## src/rtl/histogram_decompressor_if.sv

```systemverilog
// rtl/histogram_decompressor_if.sv - count-load and regenerated-stream bundle for histogram_decompressor
interface histogram_decompressor_if #(
  parameter int COUNTER_WIDTH = 8
);
  logic [COUNTER_WIDTH-1:0] count_00;
  logic [COUNTER_WIDTH-1:0] count_01;
  logic [COUNTER_WIDTH-1:0] count_10;
  logic [COUNTER_WIDTH-1:0] count_11;
  logic                     load;
  logic                     load_ready;
  logic                     stream_a;
  logic                     stream_b;
  logic                     valid_out;
  logic                     out_ready;
  logic                     decompress_done;
  logic                     count_err;

  modport master (
    input  count_00, count_01, count_10, count_11, load, out_ready,
    output load_ready, stream_a, stream_b, valid_out, decompress_done, count_err
  );

  modport slave (
    output count_00, count_01, count_10, count_11, load, out_ready,
    input  load_ready, stream_a, stream_b, valid_out, decompress_done, count_err
  );
endinterface

```

## src/rtl/histogram_decompressor.sv

```systemverilog
// rtl/histogram_decompressor.sv - regenerates a canonical-order unary stream pair from four joint-bin counts
module histogram_decompressor #(
  parameter int STREAM_LENGTH = 128,
  parameter int COUNTER_WIDTH = $clog2(STREAM_LENGTH + 1)
) (
  input  logic                     clk,
  input  logic                     rst,
  histogram_decompressor_if.master bus
);
  localparam int SW = COUNTER_WIDTH + 2;

  typedef enum logic [1:0] {IDLE, EMIT, DONE} state_t;

  state_t                        state_q, state_d;
  logic [3:0][COUNTER_WIDTH-1:0] rem_q, rem_d;
  logic [1:0]                    bin_q, bin_d;
  logic [COUNTER_WIDTH-1:0]      beat_q, beat_d;
  logic                          valid_q, valid_d;
  logic                          a_q, a_d;
  logic                          b_q, b_d;
  logic                          done_q, done_d;
  logic                          err_q, err_d;

  logic [3:0][COUNTER_WIDTH-1:0] load_counts;
  logic [SW-1:0]                 load_sum;
  logic                          load_acc;
  logic                          sum_ok;
  logic                          last_beat;

  // Lowest bin index >= start with a nonzero count; bins are emitted 00,01,10,11.
  function automatic logic [1:0] first_nonzero(input logic [3:0][COUNTER_WIDTH-1:0] cnt,
                                               input int start);
    logic [1:0] first;
    first = 2'd3;
    for (int i = 3; i >= 0; i--) begin
      if (i >= start && cnt[i] != '0) first = 2'(i);
    end
    return first;
  endfunction

  assign load_counts = {bus.count_11, bus.count_10, bus.count_01, bus.count_00};
  // Full-width sum so that e.g. 128+128+128 cannot alias back to STREAM_LENGTH.
  assign load_sum    = SW'(bus.count_00) + SW'(bus.count_01) + SW'(bus.count_10) + SW'(bus.count_11);
  assign sum_ok      = (load_sum == SW'(STREAM_LENGTH));
  assign load_acc    = bus.load && (state_q == IDLE);
  assign last_beat   = (beat_q == COUNTER_WIDTH'(STREAM_LENGTH - 1));

  always_ff @(posedge clk) begin
    if (rst) begin
      state_q <= IDLE;
      rem_q   <= '0;
      bin_q   <= 2'd0;
      beat_q  <= '0;
      valid_q <= 1'b0;
      a_q     <= 1'b0;
      b_q     <= 1'b0;
      done_q  <= 1'b0;
      err_q   <= 1'b0;
    end else begin
      state_q <= state_d;
      rem_q   <= rem_d;
      bin_q   <= bin_d;
      beat_q  <= beat_d;
      valid_q <= valid_d;
      a_q     <= a_d;
      b_q     <= b_d;
      done_q  <= done_d;
      err_q   <= err_d;
    end
  end

  always_comb begin
    state_d = state_q;
    case (state_q)
      IDLE:    if (load_acc && sum_ok) state_d = EMIT;
      EMIT:    if (bus.out_ready && last_beat) state_d = DONE;
      DONE:    state_d = IDLE;
      default: state_d = IDLE;
    endcase
  end

  always_comb begin
    rem_d   = rem_q;
    bin_d   = bin_q;
    beat_d  = beat_q;
    valid_d = valid_q;
    a_d     = a_q;
    b_d     = b_q;
    done_d  = 1'b0;
    err_d   = 1'b0;
    case (state_q)
      IDLE: begin
        if (load_acc) begin
          if (sum_ok) begin
            rem_d      = load_counts;
            bin_d      = first_nonzero(load_counts, 0);
            beat_d     = '0;
            valid_d    = 1'b1;
            {a_d, b_d} = first_nonzero(load_counts, 0);
          end else begin
            err_d = 1'b1;
          end
        end
      end
      EMIT: begin
        if (bus.out_ready) begin
          rem_d[bin_q] = rem_q[bin_q] - COUNTER_WIDTH'(1);
          beat_d       = beat_q + COUNTER_WIDTH'(1);
          if (last_beat) begin
            valid_d    = 1'b0;
            bin_d      = 2'd0;
            {a_d, b_d} = 2'b00;
          end else if (rem_q[bin_q] == COUNTER_WIDTH'(1)) begin
            // Bin exhausted: hop straight to the next populated bin, no bubble.
            bin_d      = first_nonzero(rem_q, int'(bin_q) + 1);
            {a_d, b_d} = first_nonzero(rem_q, int'(bin_q) + 1);
          end
        end
      end
      DONE: begin
        done_d = 1'b1;
      end
      default: ;
    endcase
  end

  assign bus.load_ready      = (state_q == IDLE);
  assign bus.stream_a        = a_q;
  assign bus.stream_b        = b_q;
  assign bus.valid_out       = valid_q;
  assign bus.decompress_done = done_q;
  assign bus.count_err       = err_q;
endmodule

```

## src/flat_wrapper.sv

```systemverilog
// flat-port wrapper written by rule: the top's interface ports become plain ports
module histogram_decompressor_flat 
#(
  parameter int STREAM_LENGTH = 128,
  parameter int COUNTER_WIDTH = $clog2(STREAM_LENGTH + 1)
)
  (clk, rst, bus_count_00, bus_count_01, bus_count_10, bus_count_11, bus_load, bus_out_ready, bus_load_ready, bus_stream_a, bus_stream_b, bus_valid_out, bus_decompress_done, bus_count_err);
  histogram_decompressor_if #(.COUNTER_WIDTH(COUNTER_WIDTH)) bus_i ();
  input  logic clk;
  input  logic rst;
  input wire logic [$bits(bus_i.count_00)-1:0] bus_count_00;
  input wire logic [$bits(bus_i.count_01)-1:0] bus_count_01;
  input wire logic [$bits(bus_i.count_10)-1:0] bus_count_10;
  input wire logic [$bits(bus_i.count_11)-1:0] bus_count_11;
  input wire logic [$bits(bus_i.load)-1:0] bus_load;
  input wire logic [$bits(bus_i.out_ready)-1:0] bus_out_ready;
  output wire logic [$bits(bus_i.load_ready)-1:0] bus_load_ready;
  output wire logic [$bits(bus_i.stream_a)-1:0] bus_stream_a;
  output wire logic [$bits(bus_i.stream_b)-1:0] bus_stream_b;
  output wire logic [$bits(bus_i.valid_out)-1:0] bus_valid_out;
  output wire logic [$bits(bus_i.decompress_done)-1:0] bus_decompress_done;
  output wire logic [$bits(bus_i.count_err)-1:0] bus_count_err;
  assign bus_i.count_00 = bus_count_00;
  assign bus_i.count_01 = bus_count_01;
  assign bus_i.count_10 = bus_count_10;
  assign bus_i.count_11 = bus_count_11;
  assign bus_i.load = bus_load;
  assign bus_i.out_ready = bus_out_ready;
  assign bus_load_ready = bus_i.load_ready;
  assign bus_stream_a = bus_i.stream_a;
  assign bus_stream_b = bus_i.stream_b;
  assign bus_valid_out = bus_i.valid_out;
  assign bus_decompress_done = bus_i.decompress_done;
  assign bus_count_err = bus_i.count_err;
  histogram_decompressor #(.STREAM_LENGTH(STREAM_LENGTH), .COUNTER_WIDTH(COUNTER_WIDTH)) u_core (.clk(clk), .rst(rst), .bus(bus_i));
endmodule
```

## config.mk

```make
export PLATFORM = sky130hd
export DESIGN_NAME = histogram_decompressor_flat
export DESIGN_NICKNAME = d
export VERILOG_FILES = /design/src/rtl/histogram_decompressor_if.sv /design/src/rtl/histogram_decompressor.sv /design/src/flat_wrapper.sv
export SDC_FILE = /design/constraint.sdc
export NUM_CORES = 1
export LEC_CHECK = 0
export CAP_MARGIN = 20
export CORE_UTILIZATION = 35
export CTS_BUF_LIST = sky130_fd_sc_hd__clkbuf_4
export DETAILED_ROUTE_END_ITERATION = 8
export PLACE_DENSITY = 0.61
export SKIP_LAST_GASP = 1
export SYNTH_ARGS = -nofsm -noshare
export SYNTH_HDL_FRONTEND = slang
export SYNTH_SLANG_ARGS = --single-unit
export TNS_END_PERCENT = 10
```

## constraint.sdc

```tcl
create_clock -name clk -period 5.1 [get_ports clk]
set_input_delay 0.765 -clock clk [delete_from_list [all_inputs] [get_ports clk]]
set_output_delay 0.765 -clock clk [all_outputs]
set_load 0.01 [all_outputs]
```

## Word-level counts from Yosys, hierarchy flattened

Cells that the tools add are included.

- Add/subtract/negate cells: 6
- $lt $le $gt $ge: 5
- Equality and inequality tests: 12
- Muxes and demuxes: 47
- Bitwise gates (word level): 2
- Reductions and logical operators: 20

Operators with widths:

| operator | number |
|---|---|
| 32-bit two-way mux | 3 |
| 32-bit case mux with 2 select lines | 1 |
| 8-bit nonzero test | 6 |
| 8-bit two-way mux | 5 |
| 32-bit bitwise mux | 1 |
| 1-bit by 32-bit greater-or-equal comparator with 1-bit output, first input constant | 1 |
| 2-bit by 32-bit greater-or-equal comparator with 1-bit output, first input constant | 1 |
| 3-bit by 32-bit greater-or-equal comparator with 1-bit output, first input constant | 1 |
| 2-bit two-way mux | 11 |
| 10-bit by 8-bit adder with 10-bit output | 2 |
| 1-bit two-way mux | 18 |
| 8-bit binary-select mux with 2-bit select | 1 |
| 8-bit demux with 2-bit select | 1 |
| 8-bit case mux with 2 select lines | 1 |
| 10-bit by 8-bit == test with 1-bit output, second input constant | 1 |
| 2-bit by 1-bit inequality test with 1-bit output, second input constant | 5 |
| 5-bit AND reduction | 2 |
| 8-bit by 8-bit adder with 9-bit output | 1 |
| 8-bit by 1-bit adder with 8-bit output, second input constant | 1 |
| 8-bit by 1-bit == test with 1-bit output, second input constant | 1 |
| 8-bit by 7-bit == test with 1-bit output, second input constant | 1 |
| 2-bit case mux with 2 select lines | 2 |
| 8-bit by 1-bit subtractor with 8-bit output, second input constant | 1 |
| 1-bit logical AND | 7 |
| 14 further kinds | 17 |

- Register bits: 49

## Logic depth before layout (Yosys ltp)

- Depth in word-level cells: 10
- Mapped depth: 21

## Least setup slack after synthesis

Ideal clock, no wire load.

- Path kind: in2reg
- Start point: in bus_count_01[1]
- End point: reg u_core.rem_q[24] in the netlist's numbering
- Arrival time: 4.360 ns
- Data required time: 4.981 ns
- Slack: 0.621 ns
- Stages on the path: 17
- Cell sequence: ha_1 -> a21o_1 -> a21oi_1 -> o21ai_0 -> a21oi_1 -> o21ai_0 -> xnor2_1 -> fa_1 -> inv_1 -> ha_1 -> nand2_1 -> a2111oi_2 -> o22ai_1 -> or4_1 -> buf_2 -> buf_6 -> o221a_1

- Word-level cells in the longest chain between the ends: 6

Ends and longest elaborated chain:

| element | RTL line | RTL |
|---|---|---|
| start: declaration | flat_wrapper.sv:12 | `input wire logic [$bits(bus_i.count_01)-1:0] bus_count_01;` |
| 8-bit by 8-bit adder with 9-bit output | histogram_decompressor.sv:43 | `assign load_sum = SW'(bus.count_00) + SW'(bus.count_01) + SW'(bus.count_10) + SW'(bus.count_11);` |
| 10-bit by 8-bit adder with 10-bit output (2 in a row) | histogram_decompressor.sv:43 |  |
| 10-bit by 8-bit == test with 1-bit output | histogram_decompressor.sv:44 | `assign sum_ok = (load_sum == SW'(STREAM_LENGTH));` |
| 2-bit by 1-bit inequality test with 1-bit output (no line) | -- |  |
| 4-bit AND reduction (no line) | -- |  |
| end signal: assignment | histogram_decompressor.sv:61 | `rem_q <= rem_d;` |
| end: declaration | histogram_decompressor.sv:15 | `logic [3:0][COUNTER_WIDTH-1:0] rem_q, rem_d;` |

No other way between the ends.
A chain may end at the register's enable or synchronous reset.

## Worst setup path in the final report

- Start point: in bus_count_00[0]
- End point: reg u_core.bin_q[1]

- Word-level cells in the longest chain between the ends: 6

Ends and longest elaborated chain:

| element | RTL line | RTL |
|---|---|---|
| start: declaration | flat_wrapper.sv:11 | `input wire logic [$bits(bus_i.count_00)-1:0] bus_count_00;` |
| 8-bit by 8-bit adder with 9-bit output | histogram_decompressor.sv:43 |  |
| 10-bit by 8-bit adder with 10-bit output (2 in a row) | histogram_decompressor.sv:43 |  |
| 10-bit by 8-bit == test with 1-bit output | histogram_decompressor.sv:44 |  |
| 2-bit by 1-bit inequality test with 1-bit output (no line) | -- |  |
| 5-bit AND reduction (no line) | -- |  |
| end signal: assignment | histogram_decompressor.sv:62 | `bin_q <= bin_d;` |
| end: declaration | histogram_decompressor.sv:16 | `logic [1:0] bin_q, bin_d;` |

Several ways; a longest one is shown, not always the timed one. The select of a mux whose other input is x is not followed.

==> results_dict.tcl <==
set metrics [dict create \
    drv_cap 0 \
    yosysTopAreaCellShare_pct 24.9 \
    async_flop_share_pct 0 \
    numPortBuffers 41 \
    grt_antenna_before_repair 0 \
    grt_pass1_wl_um 18500 \
    syn_nets 530 \
    ant_nets 0 \
    crit_arrival_ns 5.25 \
    irDropWorstVdd_v 0.000113 \
    place_hpwl_um 8960 \
    dr.first_iter.drc_count 376 \
    slew_viol_final 0 \
    final_net_count 576 \
    io_pins 42 \
    period_needed_ns 4.95 \
    fmaxAchievable_ghz 0.202 \
    grt_max_degree 56 \
    holdCritPathClass "reg -> reg" \
    cts_buffer_depth 2 \
    status "completed" \
    first_pass_iters 5 \
    core.rowCount 37 \
    crit_type "in -> reg" \
    clkSinkCount 47 \
    holdBufCountCts 0 \
    worstMarginPinSlew_ns 0.973 \
    pre_cts_ws_ns -0.233 \
    area_delta_synth_final_pct 20.9 \
    slew_headroom_pct 34.4 \
    cts_buffers 5 \
    grt_overflow 0 \
    vias 3692 \
    drc 0 \
    avgRoutedWirePerCell_um 17.9 \
    core_area_mm2 0.0104 \
    finalWeightedCongestion 0.912 \
    synthesis.area_mm2 0.00378 \
    layout_setup_ws_ns 0.150 \
    yosys.area.top_type "dfxtp_1" \
    startpoint_type "input pin" \
    insertion_delay_ns 0.38 \
    finalSetupViolCount 0 \
    period_share_pct 97.1 \
    finalHoldViolations 0 \
    power_density_mw_per_mm2 229 \
    antennaDiodeCount 0 \
    ys_seq_elements 47 \
    cp_max_fo 7 \
    stdcell_count 648 \
    post-route-util_pct 43.9 \
    cts_root_buf "clkbuf_4" \
    routed_wl_um 11600 \
    dp.cells 639 \
    ys_warn_count 0 \
    leakagePower_nw 1.84 \
    yosysSeqAreaShare_pct 24.9 \
    fillers 1032 \
    cts_tree "built" \
    synth-main-ff-cell "dfxtp_1" \
    required_ns 5.40 \
    dieArea_mm2 0.0112 \
    cp-end-kind "flip-flop" \
    synth_cells 465 \
    start_util_pct 36.3 \
    grt_pass1_vias 3593 \
    design_power_total_mw 1.05 \
    htreeDepth 2 \
    yosysUniqueCellTypes 61 \
    clk_pin_slew_ns 0.17 \
    fin_skew_ns 0.0282 \
    synth-edff-count 0 \
    syn_avg_cell_area_um2 8.13 \
    grt_use_total_pct 21.1 \
    die_x_um 106 \
    drive_gt1_share_pct 11.7 \
    die_h_um 106 \
    synth_area_leaders "dfxtp_1 25%, ha_1 6.3%, fa_1 5.3%, nor2_1 5.2%, o2bb2ai_1 4.9%" \
    vias_per_cell 5.70 \
]
==> state kept, by name (all words and copies together) (netlist names) <==
name / cells
u_core.beat_q: 8
u_core.bin_q: 2
u_core.bus.count_err: 1
u_core.bus.decompress_done: 1
u_core.bus.valid_out: 1
u_core.rem_q: 32
u_core.state_q: 2
==> cells in the mapped netlist (9+ instances only) <==
master and number:
nor2_1 52, dfxtp_1 47, inv_1 42, o21ai_0 34
a21oi_1 29, nand2_1 28, o2bb2ai_1 21, clkbuf_1 19
ha_1 19, nor4_1 11, a211o_1 10, fa_1 10
nand2b_1 9
==> per-layer routing <==
metal | global-route usage (%) | wire length, um | vias up
met5 | 0 | 0 | -
met1 | 28.3 | 5220 | 1739
met2 | 34.6 | 5340 | 150
li1 | - | - | 1776
met3 | 3.31 | 721 | 27
met4 | 6.45 | 331 | 0
==> metrics by stage <==
stage | hold slack, ns | setup TNS (ns) | instance area (um^2)
floorplan | 0.414 | 0 | 3780
global placement | 0.441 | -5.06 | 4440
detailed placement | 0.442 | -6.55 | 4440
CTS | 0.474 | 0 | 4520
global route | 0.492 | -0.0253 | 4570
finish | 0.466 | 0 | 4570
==> logic make-up after synthesis <==
| kind of cell | after synthesis | share of synthesized area [%] |
|---|---|---|
| and+or+nand+nor | 149 | 20.0 |
| AOI/OAI and AO/OA | 149 | 28.1 |
| xor gates and xnor gates | 13 | 3.01 |
| DFF | 47 | 24.9 |
| muxes | 8 | 4.76 |
| adders and majority gates | 29 | 11.6 |
| buffers and inverters | 70 | 7.61 |
==> repair_timing <==
action / 4_1_cts / 5_1_grt
gates resized for setup: 0 / 10
setup endpoints to repair: 0 / 24
buffers inserted: 0 / 1
==> layout by cell type, fill, tap and decap left out, types with 8 or more instances in the layout <==
cell type	netlist	routed
and3_1	8	8
nand2b_1	9	9
clkdlybuf4s50_1	0	40
a21oi_1	29	29
nand2_1	28	28
fa_1	10	10
nor2_1	52	52
nor4_1	11	11
o21ai_0	34	34
ha_1	19	17
mux4_2	8	8
inv_1	42	41
o2bb2ai_1	21	21
buf_4	4	24
nand3_1	8	8
a211o_1	10	10
xnor2_1	8	8
dfxtp_1	47	47
==> layout make-up <==
class	count	area [um^2]	share of cell area, %
sequential	47	941	20.6
tap	136	170	3.72
clock buffer	5	37.5	0.821
timing repair buffer	67	616	13.5
clock inverter	3	46.3	1.01
inverter	42	158	3.45
multi-input combinational	348	2600	57.0
==> worst max-delay path, cell delays in order <==
cell and delay (ns):
clkdlybuf4s50_1 0.52, ha_2 0.21, inv_1 0.05, fa_1 0.38
buf_4 0.15, xor2_1 0.15, fa_1 0.54, inv_1 0.06
ha_1 0.28, a21o_1 0.15, nand4_1 0.23, buf_4 0.22
a21oi_1 0.16, o221ai_1 0.17, buf_4 0.18, nor4_4 0.48
buf_4 0.21, o21ai_2 0.06, buf_4 0.15, o2bb2ai_1 0.15
==> power breakdown <==
| part | switching, mW | internal [mW] | total (mW) |
|---|---|---|---|
| clock network | 0.134 | 0.105 | 0.239 |
| logic | 0.231 | 0.204 | 0.435 |
| registers | 0.00208 | 0.370 | 0.372 |
| total | 0.367 | 0.678 | 1.05 |
==> path summary, 6_finish.rpt <==
kind | startpoint | cells past startpoint | slack (ns) | end
setup / recovery | bus_count_00[0] | 20 | 0.15 | u_core.bin_q[1]
setup reg to reg | u_core.bin_q[0] | 8 | 2.16 | u_core.rem_q[30]
hold reg to reg | u_core.state_q[0] | 1 | 0.47 | u_core.bus.decompress_done
hold / removal | u_core.state_q[0] | 1 | 0.47 | u_core.bus.decompress_done
(Power assumes the default switching activity.)
